--- src/rtl/vga_scanout_if.sv ---
// Framebuffer read port and video output bundle for vga_scanout.
// master: the scanout block (drives address and video, reads pixel data).
// slave : the framebuffer / display side.
interface vga_scanout_if #(
  parameter int ADDR_WIDTH = 17
);
  logic [ADDR_WIDTH-1:0] fb_addr;
  logic [7:0]            fb_data;
  logic                  hsync;
  logic                  vsync;
  logic [3:0]            red;
  logic [3:0]            green;
  logic [3:0]            blue;
  logic                  de;
  logic                  frame_start;

  modport master (
    output fb_addr,
    input  fb_data,
    output hsync, vsync, red, green, blue, de, frame_start
  );

  modport slave (
    input  fb_addr,
    output fb_data,
    input  hsync, vsync, red, green, blue, de, frame_start
  );
endinterface

--- src/rtl/vga_scanout.sv ---
// VGA scanout: raster timing from a divided system clock, 2x2-upscaled
// framebuffer fetch and RGB332 -> RGB444 expansion. Every video output is
// registered on the pixel tick, so all of them lag the raster counters by
// exactly one pixel period and stay mutually aligned.
module vga_scanout #(
  parameter int ADDR_WIDTH = 17,
  parameter int CLK_DIV    = 4,
  parameter int RD_LATENCY = 1,
  parameter int H_VISIBLE  = 640,
  parameter int H_FRONT    = 16,
  parameter int H_SYNC     = 96,
  parameter int H_BACK     = 48,
  parameter int V_VISIBLE  = 480,
  parameter int V_FRONT    = 10,
  parameter int V_SYNC     = 2,
  parameter int V_BACK     = 33
) (
  input  logic          clk,
  input  logic          rst,
  vga_scanout_if.master io_vid
);

  localparam int H_TOTAL = H_VISIBLE + H_FRONT + H_SYNC + H_BACK;
  localparam int V_TOTAL = V_VISIBLE + V_FRONT + V_SYNC + V_BACK;
  localparam int HC_W    = $clog2(H_TOTAL);
  localparam int VC_W    = $clog2(V_TOTAL);
  localparam int DIV_W   = (CLK_DIV > 1) ? $clog2(CLK_DIV) : 1;
  localparam int FB_W    = H_VISIBLE / 2;

  // Read data is sampled CLK_DIV-1 cycles after the address settles.
  if (RD_LATENCY > CLK_DIV - 1) begin : g_bad_latency
    $error("vga_scanout: RD_LATENCY must be <= CLK_DIV-1");
  end

  // Channel expansion: replicate the MSBs into the freed LSBs so that
  // full-scale input maps to full-scale output (7 -> 15, 3 -> 15).
  function automatic logic [3:0] expand3(input logic [2:0] c);
    return {c, c[2]};
  endfunction

  function automatic logic [3:0] expand2(input logic [1:0] c);
    return {c, c};
  endfunction

  logic [DIV_W-1:0] r_div_p0;
  logic [HC_W-1:0]  r_hcnt_p0;
  logic [VC_W-1:0]  r_vcnt_p0;

  logic             r_hsync_p1;
  logic             r_vsync_p1;
  logic             r_de_p1;
  logic [3:0]       r_red_p1;
  logic [3:0]       r_green_p1;
  logic [3:0]       r_blue_p1;
  logic             r_frame_start_p1;

  logic                  w_pix_tick;
  logic                  w_visible;
  logic                  w_hsync_act;
  logic                  w_vsync_act;
  logic                  w_fs_pos;
  logic [HC_W-2:0]       w_x;
  logic [VC_W-2:0]       w_y;
  logic [ADDR_WIDTH-1:0] w_addr;

  assign w_pix_tick  = (r_div_p0 == DIV_W'(CLK_DIV - 1));
  assign w_visible   = (r_hcnt_p0 < HC_W'(H_VISIBLE)) && (r_vcnt_p0 < VC_W'(V_VISIBLE));
  assign w_hsync_act = (r_hcnt_p0 >= HC_W'(H_VISIBLE + H_FRONT)) &&
                       (r_hcnt_p0 <  HC_W'(H_VISIBLE + H_FRONT + H_SYNC));
  assign w_vsync_act = (r_vcnt_p0 >= VC_W'(V_VISIBLE + V_FRONT)) &&
                       (r_vcnt_p0 <  VC_W'(V_VISIBLE + V_FRONT + V_SYNC));
  assign w_fs_pos    = (r_hcnt_p0 == '0) && (r_vcnt_p0 == VC_W'(V_VISIBLE));

  // Stored image is half resolution in both axes: drop the counter LSBs.
  // With FB_W = 320 the constant multiply reduces to (y<<8)+(y<<6).
  assign w_x    = r_hcnt_p0[HC_W-1:1];
  assign w_y    = r_vcnt_p0[VC_W-1:1];
  assign w_addr = w_visible ? (ADDR_WIDTH'(w_y) * ADDR_WIDTH'(FB_W) + ADDR_WIDTH'(w_x))
                            : '0;

  // Stage p0: pixel clock divider and raster counters
  always_ff @(posedge clk) begin
    if (rst) begin
      r_div_p0  <= '0;
      r_hcnt_p0 <= '0;
      r_vcnt_p0 <= '0;
    end else begin
      r_div_p0 <= w_pix_tick ? '0 : r_div_p0 + 1'b1;
      if (w_pix_tick) begin
        if (r_hcnt_p0 == HC_W'(H_TOTAL - 1)) begin
          r_hcnt_p0 <= '0;
          r_vcnt_p0 <= (r_vcnt_p0 == VC_W'(V_TOTAL - 1)) ? '0 : r_vcnt_p0 + 1'b1;
        end else begin
          r_hcnt_p0 <= r_hcnt_p0 + 1'b1;
        end
      end
    end
  end

  // Stage p1: register sync/visible decodes and expanded pixel on each tick
  always_ff @(posedge clk) begin
    if (rst) begin
      r_hsync_p1       <= 1'b1;
      r_vsync_p1       <= 1'b1;
      r_de_p1          <= 1'b0;
      r_red_p1         <= '0;
      r_green_p1       <= '0;
      r_blue_p1        <= '0;
      r_frame_start_p1 <= 1'b0;
    end else begin
      r_frame_start_p1 <= 1'b0;
      if (w_pix_tick) begin
        r_hsync_p1       <= ~w_hsync_act;
        r_vsync_p1       <= ~w_vsync_act;
        r_de_p1          <= w_visible;
        r_red_p1         <= w_visible ? expand3(io_vid.fb_data[7:5]) : 4'h0;
        r_green_p1       <= w_visible ? expand3(io_vid.fb_data[4:2]) : 4'h0;
        r_blue_p1        <= w_visible ? expand2(io_vid.fb_data[1:0]) : 4'h0;
        r_frame_start_p1 <= w_fs_pos;
      end
    end
  end

  assign io_vid.fb_addr     = w_addr;
  assign io_vid.hsync       = r_hsync_p1;
  assign io_vid.vsync       = r_vsync_p1;
  assign io_vid.de          = r_de_p1;
  assign io_vid.red         = r_red_p1;
  assign io_vid.green       = r_green_p1;
  assign io_vid.blue        = r_blue_p1;
  assign io_vid.frame_start = r_frame_start_p1;

endmodule
--- src/flat_wrapper.sv ---
// flat-port wrapper written by rule: the top's interface ports become plain ports
module vga_scanout_flat 
#(
  parameter int ADDR_WIDTH = 17,
  parameter int CLK_DIV    = 4,
  parameter int RD_LATENCY = 1,
  parameter int H_VISIBLE  = 640,
  parameter int H_FRONT    = 16,
  parameter int H_SYNC     = 96,
  parameter int H_BACK     = 48,
  parameter int V_VISIBLE  = 480,
  parameter int V_FRONT    = 10,
  parameter int V_SYNC     = 2,
  parameter int V_BACK     = 33
)
  (clk, rst, io_vid_fb_addr, io_vid_fb_data, io_vid_hsync, io_vid_vsync, io_vid_red, io_vid_green, io_vid_blue, io_vid_de, io_vid_frame_start);
  vga_scanout_if #(.ADDR_WIDTH(ADDR_WIDTH)) io_vid_i ();
  input  logic clk;
  input  logic rst;
  output wire logic [$bits(io_vid_i.fb_addr)-1:0] io_vid_fb_addr;
  input wire logic [$bits(io_vid_i.fb_data)-1:0] io_vid_fb_data;
  output wire logic [$bits(io_vid_i.hsync)-1:0] io_vid_hsync;
  output wire logic [$bits(io_vid_i.vsync)-1:0] io_vid_vsync;
  output wire logic [$bits(io_vid_i.red)-1:0] io_vid_red;
  output wire logic [$bits(io_vid_i.green)-1:0] io_vid_green;
  output wire logic [$bits(io_vid_i.blue)-1:0] io_vid_blue;
  output wire logic [$bits(io_vid_i.de)-1:0] io_vid_de;
  output wire logic [$bits(io_vid_i.frame_start)-1:0] io_vid_frame_start;
  assign io_vid_fb_addr = io_vid_i.fb_addr;
  assign io_vid_i.fb_data = io_vid_fb_data;
  assign io_vid_hsync = io_vid_i.hsync;
  assign io_vid_vsync = io_vid_i.vsync;
  assign io_vid_red = io_vid_i.red;
  assign io_vid_green = io_vid_i.green;
  assign io_vid_blue = io_vid_i.blue;
  assign io_vid_de = io_vid_i.de;
  assign io_vid_frame_start = io_vid_i.frame_start;
  vga_scanout #(.ADDR_WIDTH(ADDR_WIDTH), .CLK_DIV(CLK_DIV), .RD_LATENCY(RD_LATENCY), .H_VISIBLE(H_VISIBLE), .H_FRONT(H_FRONT), .H_SYNC(H_SYNC), .H_BACK(H_BACK), .V_VISIBLE(V_VISIBLE), .V_FRONT(V_FRONT), .V_SYNC(V_SYNC), .V_BACK(V_BACK)) u_core (.clk(clk), .rst(rst), .io_vid(io_vid_i));
endmodule
--- config.mk ---
export PLATFORM = sky130hd
export DESIGN_NAME = vga_scanout_flat
export DESIGN_NICKNAME = d
export VERILOG_FILES = /design/src/rtl/vga_scanout_if.sv /design/src/rtl/vga_scanout.sv /design/src/flat_wrapper.sv
export SDC_FILE = /design/constraint.sdc
export NUM_CORES = 1
export LEC_CHECK = 0
export ABC_CLOCK_PERIOD_IN_PS = 10100
export CORE_ASPECT_RATIO = 0.5
export CORE_UTILIZATION = 45
export CTS_CLUSTER_DIAMETER = 40
export DETAILED_ROUTE_END_ITERATION = 10
export PLACE_DENSITY = 0.78
export SYNTH_ARGS = -nofsm -noshare
export SYNTH_HDL_FRONTEND = slang
export SYNTH_SLANG_ARGS = --single-unit
--- constraint.sdc ---
create_clock -name clk -period 10.1 [get_ports clk]
set_clock_uncertainty 0.15 [all_clocks]
set_input_delay 2.02 -clock clk [delete_from_list [all_inputs] [get_ports clk]]
set_output_delay 2.02 -clock clk [all_outputs]
set_load 0.005 [all_outputs]
# Word level (Yosys, flattened, before mapping)
# Index checks and enable logic that the tools add are counted.
dict set report totals {
  regBits 38
  input_bits 10
  output_inout_bits 33
  word_cells 42
}
dict set report classes {
  add_sub_neg 4
  multipliers 1
  order_cmp 6
  n_eq_ne 4
  mux 6
  bitwise 3
  reduce_logical 8
}
# op n
set ops {}
lappend ops {{10-bit by 1-bit adder with 10-bit output (second input constant)} 2}
lappend ops {{10-bit equality test (second input constant)} 2}
lappend ops {{10-bit < comparator (second input constant)} 2}
lappend ops {{10-bit by 9-bit < comparator with 1-bit output (second input constant)} 2}
lappend ops {{10-bit two-way mux} 2}
lappend ops {{17-bit by 9-bit adder with 17-bit output} 1}
lappend ops {{17-bit two-way mux} 1}
lappend ops {{4-bit two-way mux} 3}
lappend ops {{9-bit by 3-bit multiplier with 11-bit output (second input constant)} 1}
lappend ops {{10-bit by 9-bit equality test with 1-bit output (second input constant)} 1}
lappend ops {{10-bit greater-or-equal comparator (second input constant)} 1}
lappend ops {{10-bit by 9-bit greater-or-equal comparator with 1-bit output (second input constant)} 1}
lappend ops {{10-bit zero test} 1}
lappend ops {{1-bit logical AND} 4}
lappend ops {{2-bit OR reduction} 2}
lappend ops {{1-bit NOT} 3}
lappend ops {{2-bit by 1-bit adder with 2-bit output (second input constant)} 1}
lappend ops {{2-bit equality test (second input constant)} 1}
lappend ops {{2-bit AND reduction} 1}

# Logic depth before layout (Yosys ltp)
dict set report depth {
  word_depth 3
  depth_mapped 8
  depth_no_buf 8
}

# Least setup slack after synthesis
# Ideal clock, no wire load.
dict set report synth_timing {
  path_kind {register -> output}
  from {reg u_core.r_vcnt_p0[2]}
  to {out io_vid_fb_addr[16]}
  t_arrival_ps 2559
  required_ps 7930
  setup_slack_ps 5371
  path_stages_with_launch 9
  n_path_buf 0
  path_cell_list {dfxtp_1 ha_1 ha_1 fa_1 xor2_1 nand4_1 or3_1 nor4_1 mux2i_1}
}
dict set report synth_via {
  elab_chain_len 3
  elab_cells_between_ends 5
  classes_between {add/sub (1); mul (1); order compare (1); mux (1); reduce/logical (1)}
}
# element line_no
set synth_lines {}
lappend synth_lines {{start, declared} vga_scanout.sv:47} ;# logic [VC_W-1:0] r_vcnt_p0;
lappend synth_lines {{start signal, assigned} vga_scanout.sv:92} ;# r_vcnt_p0 <= (r_vcnt_p0 == VC_W'(V_TOTAL - 1)) ? '0 : r_vcnt_p0 + 1'b1;
lappend synth_lines {{9-bit by 3-bit multiplier with 11-bit output / 10-bit by 9-bit < comparator with 1-bit output (equally long branches)} {vga_scanout.sv:78, vga_scanout.sv:67}}
lappend synth_lines {{17-bit by 9-bit adder with 17-bit output / 1-bit logical AND (equally long branches)} {vga_scanout.sv:78, vga_scanout.sv:67}}
lappend synth_lines {{17-bit two-way mux *} vga_scanout.sv:78} ;# assign w_addr = w_visible ? (ADDR_WIDTH'(w_y) * ADDR_WIDTH'(FB_W) + ADDR_WIDTH'(w_x))
lappend synth_lines {{end, declared} flat_wrapper.sv:20} ;# output wire logic [$bits(io_vid_i.fb_addr)-1:0] io_vid_fb_addr;
# Mark *: on every way between the ends. The rest lies on a longest branch, timed or not.

# Worst setup path after layout
# Same ends and word-level chain as after synthesis.

==> results.json <==
{
  "status": "complete, no violations",
  "seq_power_share": 0.526,
  "period_share": 0.577,
  "yosysSeqAreaShare": 0.291,
  "wl_mm": 5.27,
  "internal_power_uw": 202,
  "fp.dieW_um": 104,
  "first_global_vias": 1982,
  "synth-edff-count": 0,
  "synth_area_um2": 2340,
  "criticalPathCategory": "flop to output port",
  "leakagePower_uw": 0.00117,
  "synth_fp_nets": 309,
  "ys_async_sr_fraction": 0,
  "hp-class": "flop to flop",
  "cts_made_buffers": 5,
  "critPathCaptureType": "output port",
  "max_freq_mhz": 172,
  "worstPathArrival_ns": 3.66,
  "drv_cap": 0,
  "ctsLongestPathBuffers": 2,
  "hold_buffers": 0,
  "synth_top_cell_by_area": "dfxtp_1",
  "synth_most_common_cell": "dfxtp_1",
  "core-area_um2": 4950,
  "nFillCells": 459,
  "timing.final.crit_period_ns": 5.83,
  "drtPass1Iterations": 4,
  "final_layout_size_suffix_gt1_frac": 0.0516,
  "wl_per_cell_um": 13.9,
  "ys_ff_latch": 34,
  "swShare": 0.232,
  "post_cts_buffers": 0,
  "gp_congestion": 0.895,
  "synth.avg_cell_area_um2": 8.52,
  "fin_nets": 343,
  "yosysTopAreaCellShare": 0.291,
  "cts_resized": 0,
  "dpl-instance-area_um2": 2770,
  "crit_path_frequent_cell": "ha_1",
  "grt_overflow_total": 0,
  "use_met2": 0.360,
  "clockPowerShare": 0.403,
  "dp_hpwl_mm": 3.85,
  "drtAntennaViolNets": 0,
  "io_pins": 43,
  "met3_usage": 0.0443,
  "ys.warnings.count": 0,
  "grt_pass1_wl_mm": 8.68,
  "diodes": 0,
  "synth_area_leaders": "dfxtp_1, ha_1, xor2_1",
  "clock_latency_ns": 0.29,
  "cp_slowest_cell": "dfxtp_1",
  "cts_sinks": 34,
  "layout.cells.non_filler": 380,
  "path_max_fanout": 9,
  "cts-root-buf": "clkbuf_8",
  "rsz0062_at_grt": "no",
  "met1_usage": 0.233,
  "placed_cells": 372,
  "max-slew-margin-rel": 0.166,
  "start_kind": "flop",
  "grt_antenna_before_repair": 0,
  "setup_viol": 0,
  "viasPerCell": 5.50,
  "crit_chain": "ha_1 -> ha_1 -> fa_1 -> a211oi_1 -> nor2_1 -> xnor2_1 -> nor4_1 -> mux2i_1 -> clkdlybuf4s50_1",
  "irDropWorstVdd_mv": 0.0601,
  "syn_inst": 275,
  "die_y_um": 53.0,
  "htree_levels": 2,
  "tightest_slew_ns": 1.25,
  "drv_slew": 0,
  "drc": 0,
  "ys_types": 56,
  "slowest_delay_ns": 0.53,
  "synth_commonest_cells": "dfxtp_1, nor2_1, ha_1",
  "switching_power_uw": 61.3,
  "finalHoldViolCount": 0,
  "cts_tree": "built",
  "drt_iter0_drc": 68,
  "dieArea_um2": 5520,
  "critPathRequiredTime_ns": 7.93,
  "rows": 18,
  "syn2layout_area_growth_pct": 22.1,
  "p_comb_frac": 0.071,
  "fin_area_um2": 2860,
  "p_per_area_nw_per_um2": 92.2,
  "fin_util": 0.577,
  "synth_top_flop_cell": "dfxtp_1",
  "grt_max_degree": 31,
  "rrSetupSlack_ns": 6.86,
  "p_total_uw": 264,
  "vias": 2091,
  "initial_utilization": 0.473,
  "busiest_layer": "met2",
  "grt_usage": 0.196,
  "cts.clk_slew.worst_paths_ns": 0.07,
  "fin_tns_setup_ns": 0,
  "io_buffers": 42
}
[placed cells by master (no fill, tap or decap), types with 3 or more instances in the layout]
cell and count:
a31oi_1 3, nand2_1 10, nand4_1 10, nand2b_1 10
nor4_1 4, nand3_1 12, clkbuf_8 6, xor2_1 18
ha_1 22, inv_1 7, clkdlybuf4s50_1 42, and2_1 10
nand4b_1 3, dfxtp_1 34, o21ai_0 4, a21oi_1 14
and3_1 5, mux2i_1 4, xnor2_1 6, or3_1 4
nor2_1 32, a21o_1 3, nor3_1 9
[flip-flops by register name, indices dropped and copies added (netlist names)]
name,cells
u_core.io_vid.blue,2
u_core.io_vid.de,1
u_core.io_vid.frame_start,1
u_core.io_vid.green,3
u_core.io_vid.hsync,1
u_core.io_vid.red,3
u_core.io_vid.vsync,1
u_core.r_div_p0,2
u_core.r_hcnt_p0,10
u_core.r_vcnt_p0,10
[final timing paths]
kind,start,end,cells past startpoint
hold reg to reg,u_core.r_div_p0[0]$_SDFF_PP0_,u_core.r_div_p0[0]$_SDFF_PP0_,1
setup reg to reg,u_core.r_div_p0[0]$_SDFF_PP0_,u_core.r_vcnt_p0[7]$_SDFFE_PP0P_,5
setup / recovery,u_core.r_vcnt_p0[2]$_SDFFE_PP0P_,io_vid_fb_addr[16],9
hold / removal,u_core.r_div_p0[0]$_SDFF_PP0_,u_core.r_div_p0[0]$_SDFF_PP0_,1
[per-stage QoR]
step	setup WS [ns]	hold WS (ns)
floorplan	5.37	0.248
global placement	4.70	0.257
detailed placement	4.62	0.264
CTS	4.27	0.275
global route	4.05	0.307
finish	4.27	0.275
[area by class of cell]
type | count | area, µm² | area share
flip-flops and latches | 34 | 681 | 0.238
repair buffers | 42 | 420 | 0.147
clock buffers | 6 | 82.6 | 0.0289
clock inverters | 2 | 12.5 | 0.00437
well taps | 70 | 87.6 | 0.0306
multi-input cells | 219 | 1550 | 0.542
inverters | 7 | 26.3 | 0.00919
[power by group through the flow]
| stage | logic [µW] | clock network, µW | registers [µW] |
|---|---|---|---|
| 2_1_floorplan | 9.79 | 0 | 142 |
| 5_1_grt | 20.5 | 115 | 139 |
| 3_3_place_gp | 18.0 | 0 | 142 |
| 6_report | 18.7 | 106 | 139 |
| 3_5_place_dp | 18.8 | 0 | 142 |
| 4_1_cts | 18.9 | 107 | 139 |
[worst max-delay path: cells and delay by family, from the launching register on]
family / cells / cell delay [ns]
fa+ha+maj: 3 / 0.94
simple gates: 2 / 0.55
mux: 1 / 0.22
xor+xnor: 1 / 0.18
buf+inv: 1 / 0.51
flops: 1 / 0.53
compound gates: 1 / 0.42
[per-layer routing]
metal	routed length [µm]	share of wire
met5	0	0
met4	58	0.011
met3	187	0.035
met2	2580	0.49
met1	2440	0.46
[kinds of logic after synthesis]
family / Yosys count / share of synthesized area
and+or+nand+nor: 124 / 0.295
buffers and inverters: 22 / 0.0475
muxes: 4 / 0.0171
xor gates and xnor gates: 24 / 0.0897
DFF: 34 / 0.291
AOI/OAI and AO/OA: 43 / 0.125
adders and majority gates: 24 / 0.135
Note: power is estimated with default switching activity, not from simulation.
